File: src/rtl/dff_pipe_elastic.sv
// Elastic WIDTH-bit, DEPTH-stage register pipeline with valid/ready flow control,
// bubble collapsing, synchronous flush and a registered occupancy count.
module dff_pipe_elastic #(
    parameter int WIDTH     = 8,
    parameter int DEPTH     = 3,
    parameter int RESET_VAL = 0
) (
    input  logic                       clk,
    input  logic                       rst,
    input  logic                       in_valid,
    input  logic [WIDTH-1:0]           in_data,
    output logic                       in_ready,
    output logic                       out_valid,
    output logic [WIDTH-1:0]           out_data,
    input  logic                       out_ready,
    input  logic                       flush,
    output logic [$clog2(DEPTH+1)-1:0] occupancy
);
    localparam int               OCC_W    = $clog2(DEPTH + 1);
    localparam logic [WIDTH-1:0] RST_DATA = WIDTH'(RESET_VAL);

    logic [WIDTH-1:0] data_r [DEPTH];
    logic [DEPTH-1:0] vld_r;
    logic [OCC_W-1:0] occ_r;

    logic [DEPTH:0]   rdy_s;
    logic             room_s;
    logic [DEPTH-1:0] up_vld_s;
    logic [WIDTH-1:0] up_data_s [DEPTH];
    logic             in_xfer_s;
    logic             out_xfer_s;

    // Ready chain: a stage may load when it or any stage downstream of it has room.
    always_comb begin
        rdy_s        = '0;
        room_s       = out_ready;
        rdy_s[DEPTH] = out_ready;
        for (int i = DEPTH - 1; i >= 0; i--) begin
            room_s   = room_s | ~vld_r[i];
            rdy_s[i] = room_s;
        end
    end

    // Upstream source of each stage: the input port for stage 0, the previous stage otherwise.
    always_comb begin
        up_vld_s     = '0;
        up_vld_s[0]  = in_valid;
        up_data_s[0] = in_data;
        for (int i = 1; i < DEPTH; i++) begin
            up_vld_s[i]  = vld_r[i-1];
            up_data_s[i] = data_r[i-1];
        end
    end

    // Handshake strobes; a flush cycle never accepts new input.
    always_comb begin
        in_ready   = rdy_s[0] & ~flush;
        in_xfer_s  = in_valid & in_ready;
        out_xfer_s = vld_r[DEPTH-1] & out_ready;
    end

    // Valid bits and occupancy; flush drops every valid bit but leaves the data alone.
    always_ff @(posedge clk or negedge rst) begin
        if (!rst) begin
            vld_r <= '0;
            occ_r <= '0;
        end else if (flush) begin
            vld_r <= '0;
            occ_r <= '0;
        end else begin
            for (int i = 0; i < DEPTH; i++) begin
                if (rdy_s[i]) begin
                    vld_r[i] <= up_vld_s[i];
                end
            end
            occ_r <= occ_r + OCC_W'(in_xfer_s) - OCC_W'(out_xfer_s);
        end
    end

    // Data registers only load real words, so a bubble leaves the old value in place.
    always_ff @(posedge clk or negedge rst) begin
        if (!rst) begin
            for (int i = 0; i < DEPTH; i++) begin
                data_r[i] <= RST_DATA;
            end
        end else if (!flush) begin
            for (int i = 0; i < DEPTH; i++) begin
                if (rdy_s[i] && up_vld_s[i]) begin
                    data_r[i] <= up_data_s[i];
                end
            end
        end
    end

    assign out_valid = vld_r[DEPTH-1];
    assign out_data  = data_r[DEPTH-1];
    assign occupancy = occ_r;

endmodule

File: config.mk
export PLATFORM = sky130hd
export DESIGN_NAME = dff_pipe_elastic
export DESIGN_NICKNAME = d
export VERILOG_FILES = /design/src/rtl/dff_pipe_elastic.sv
export SDC_FILE = /design/constraint.sdc
export NUM_CORES = 1
export LEC_CHECK = 0
export BUFFER_PORTS_ARGS = -buffer_cell sky130_fd_sc_hd__buf_4
export CORE_MARGIN = 3
export CORE_UTILIZATION = 40
export DETAILED_ROUTE_END_ITERATION = 8
export HOLD_SLACK_MARGIN = 0.02
export PLACE_DENSITY_LB_ADDON = 0.2
export SYNTH_ARGS = -nofsm -noshare
export SYNTH_HDL_FRONTEND = slang
export SYNTH_SLANG_ARGS = --single-unit
File: constraint.sdc
create_clock -name clk -period 1.7 [get_ports clk]
set_input_delay 0.17 -clock clk [delete_from_list [all_inputs] [get_ports clk]]
set_output_delay 0.17 -clock clk [all_outputs]
set_load 0.01 [all_outputs]
Yosys cells after proc, flatten, opt, wreduce, memory -nomap -nowiden:

Index checks and enable logic that the tools add are counted.

* $add $sub $neg: 2
* mux-type cells: 5
* bitwise gates (word level): 10
* reductions and logical operators: 9

Operators by type and width (count)
* AND reduction 2 bit: 3
* nonzero test 2 bit: 3
* NOT 1 bit: 4
* AND 1 bit: 3
* logical AND 1 bit: 3
* 2-to-1 mux 1 bit: 3
* 2-to-1 mux 3 bit: 1
* OR 1 bit: 3
* adder 2 x 1 -> 2 bit: 1
* 2-to-1 mux 2 bit: 1
* subtractor 2 x 1 -> 2 bit: 1

* flip-flop bits (word level): 29
* input bits: 13

Longest topological paths before layout:

* word-level depth: 9
* depth in mapped cells: 8

Worst setup path after synthesis:

Ideal clock, no wire load.

* path kind: register to register
* start point: register vld_r[2]
* end point: register occ_r[0], in the netlist occupancy[0]
* setup time: 0.120 ns
* data arrival time: 1.517 ns
* data required time: 1.580 ns
* slack: 0.063 ns
* stages on the path, launching flop included: 8
* clock period less this slack: 1.637 ns
* path through: dfrtp_1 -> nand4b_1 -> nand3b_1 -> buf_2 -> ha_1 -> inv_1 -> ha_1 -> and2b_2

* cells in the longest elaborated chain, start to end: 9
* elaborated cells between the ends (all ways): 10

Ends and longest elaborated chain
* start: declaration: RTL line 23 `logic [DEPTH-1:0] vld_r;`
* start signal: indexed assignment: RTL line 73 `vld_r[i] <= up_vld_s[i];`
* NOT 1 bit: RTL line 39 `room_s = room_s | ~vld_r[i];`
* OR 1 bit (3 in a row): RTL line 39
* AND 1 bit: RTL line 57 `in_ready = rdy_s[0] & ~flush;`
* AND 1 bit: RTL line 58 `in_xfer_s = in_valid & in_ready;`
* adder 2 x 1 -> 2 bit: RTL line 76 `occ_r <= occ_r + OCC_W'(in_xfer_s) - OCC_W'(out_xfer_s);`
* subtractor 2 x 1 -> 2 bit *: RTL line 76
* 2-to-1 mux 2 bit *: RTL line 67 `end else if (flush) begin`
* end signal: assignment: RTL line 76
* end: declaration: RTL line 24 `logic [OCC_W-1:0] occ_r;`

Every way passes the cells marked *; elsewhere a longest branch is shown, timed or not.
A chain may end at the register's enable or synchronous reset.

Worst setup path in the final report:

* start point: register vld_r[2]
* end point: register data_r (netlist bit out_data[2])

* cells in the longest elaborated chain, start to end: 4

Ends and longest elaborated chain
* NOT 1 bit: RTL line 39
* OR 1 bit: RTL line 39
* logical AND 1 bit: RTL line 88 `if (rdy_s[i] && up_vld_s[i]) begin`
* AND reduction 2 bit (no line)
* end signal: indexed assignment: RTL line 89 `data_r[i] <= up_data_s[i];`
* end: declaration: RTL line 22 `logic [WIDTH-1:0] data_r [DEPTH];`

No other way between the ends.

==> out/results.ini <==
[power_and_ir_drop]
comb_power_share_pct=25.2
power_frac_seq_pct=53.3
intPower_uw=1320
power_uw=1790
leakage_uw=0.000730
p_clk_share_pct=21.5
swShare_pct=26.4
ir_drop_mv=0.684
powerDensity_mw_per_mm2=1210
switching_power_uw=472

[layout]
fin_area_mm2=0.00148
stdcell_count=150
diodes=0
nets=122
areaGrowthSynthToFinish_pct=16.0
layout-drive-gt1-share_pct=56.5

[place]
portBuffers=24
placed_cell_area_mm2=0.00142
gp_congestion=0.701
dp_hpwl_mm=1.42
place_inst=141

[grt]
grt_max_degree=30
grt_use_total_pct=11.6
grt_pass1_vias=746
antenna_found_initial=0
grt.overflow.total=0
grt_pass1_wl_mm=3.42

[flow_run]
maxCapViolCount=0

[logic_synthesis]
ys_seq_area_share_pct=56.9
avgSynthCellArea_um2=14.8
synth_top_area_share_pct=56.9
ys_ff_latch=29
synth_nets=101
synth_area_leader_cell=dfrtp_1
synth_cells=86
ys_types=19
syn-cell-area_mm2=0.00128
yosys-top-cells-area=dfrtp_1, mux2_2, mux2_4
ys.warnings.count=0

[routing]
drt-total-wl_mm=1.98
wl_per_cell_um=13.2
postRouteAntennaNets=0
drt-pass1-iter-count=4
drt_iter0_markers=9
drc=0
viasPerCell=4.64
routed-via-count=696

[critical_path]
cp.arrival_ps=1820
critPathKind=reg2reg
path_max_fanout=8
end_kind=flop
startpoint_type=flop
critPathRequiredTime_ps=1910

[floorplan]
fp.dieArea_mm2=0.00390
rows=19
initial_core_util_pct=44.0
ios=25
die_w_um=62.5
die_y_um=62.5
core_mm2=0.00290

[cts]
clkSinkCount=29
cts_root_buf=clkbuf_4
path_clk_slew_ps=90
cts_max_path_buffers=2
cts_setup_buffers=0
cts_tree=built
h-tree-depth=2
clk_latency_ps=320
cts_buffers=5

[sta]
finalMaxSlewViolations=0
finalCritPeriodShare_pct=94.9
finalClockSkew_ps=9.85
hold_viol=0
slew_headroom_pct=68.1
max_freq_ghz=0.620
setup_tns_ps=0
worstMarginPinSlew_ps=478
rsz0062_at_grt=no
finalSetupViolations=0
fin_crit_ps=1610

[hold_path]
hold_class=in2reg

[status]
status=finished, final reports clean

layout by cell type, fill, tap and decap left out:
| cell | Yosys | layout |
|---|---|---|
| a211o_2 | 1 | 1 |
| a21oi_1 | 2 | 2 |
| and2_1 | 1 | 1 |
| and2b_2 | 2 | 2 |
| buf_4 | 8 | 25 |
| clkbuf_1 | 0 | 1 |
| clkbuf_4 | 0 | 5 |
| clkinv_2 | 0 | 2 |
| dfrtp_1 | 29 | 28 |
| dfrtp_2 | 0 | 1 |
| dlygate4sd3_1 | 0 | 1 |
| ha_1 | 2 | 2 |
| inv_1 | 3 | 3 |
| mux2_2 | 16 | 16 |
| mux2_4 | 8 | 8 |
| nand3b_1 | 1 | 1 |
| nand4b_1 | 1 | 1 |
| nor2_1 | 4 | 4 |
| nor2b_4 | 1 | 1 |
| or3b_1 | 1 | 1 |
| xnor2_1 | 1 | 1 |
| xor2_1 | 1 | 1 |
layout make-up:
cell class / instances / area, um^2
fill: 279 / 1420
tap: 42 / 52.6
inverter: 3 / 11.3
clock inverter: 2 / 10.0
timing repair buffer: 26 / 198
clock buffer: 6 / 41.3
multi-input combinational: 42 / 440
sequential: 29 / 727
power groups by stage:
stage	combinational [uW]	sequential (uW)	clock, uW
floorplan	388	937	0
global placement	450	963	0
detailed placement	461	971	0
CTS	461	959	399
global route	492	984	435
finish	451	956	385
path summary, 6_finish.rpt:
kind / startpoint / end / slack (ps) / cells after the start
min in group asynchronous: rst / out_data[0] / 300 / 2
worst min-delay path: flush / vld_r[0] / 70 / 2
worst max-delay path: vld_r[2] / out_data[2] / 90 / 3
worst max register to register: vld_r[2] / out_data[2] / 90 / 3
max in group asynchronous: rst / vld_r[1] / 1110 / 2
worst min register to register: data_r[9] / out_data[1] / 510 / 1
synthesized netlist by cell type:
master    count
dfrtp_1      29
mux2_2       16
buf_4         8
mux2_4        8
nor2_1        4
buf_6         3
inv_1         3
a21oi_1       2
and2b_2       2
ha_1          2
a211o_2       1
and2_1        1
buf_2         1
nand3b_1      1
nand4b_1      1
nor2b_4       1
or3b_1        1
xnor2_1       1
xor2_1        1
through the flow:
| step | utilization [%] | setup WS, ps | hold WS (ps) |
|---|---|---|---|
| 4_1_cts | 51.0 | 72.1 | 62.5 |
| 6_report | 51.0 | 86.9 | 69.9 |
| 3_5_place_dp | 48.9 | 78.9 | 111 |
| 5_1_grt | 51.0 | 11.6 | 59.5 |
| 3_3_place_gp | 48.9 | 128 | 114 |
| 2_1_floorplan | - | 63.2 | -126 |
layer usage:
layer | GRT usage, % | wire (um) | vias to the layer above
met5 | 0 | 0 | -
met4 | 5.79 | 27 | 0
met3 | 3.96 | 110 | 4
met2 | 19.3 | 1010 | 18
met1 | 13.2 | 827 | 351
li1 | - | - | 323
flip-flops by register name, indices dropped and copies added (netlist names):
register   cells
data_r        16
out_data       8
vld_r          3
occupancy      2
logic make-up after synthesis:
group,Yosys count,synth area share [%]
fa+ha+maj,2,1.96
buf+inv,15,8.63
simple gates,11,6.08
mux,24,23.5
compound gates,3,1.57
xor+xnor,2,1.37
flops,29,56.9
critical path: stages (launching register included):
cell	delay, ps
dfrtp_1	420
nor2b_4	150
or3b_1	570
mux2_4	370
what timing repair did:
| item | 4_1_cts | 5_1_grt |
|---|---|---|
| gates resized for setup | 0 | 1 |
| hold endpoints to repair | 29 | 0 |
| setup endpoints to repair | 0 | 1 |
| hold buffers | 1 | 0 |
Power figures use the tool's default switching activity.
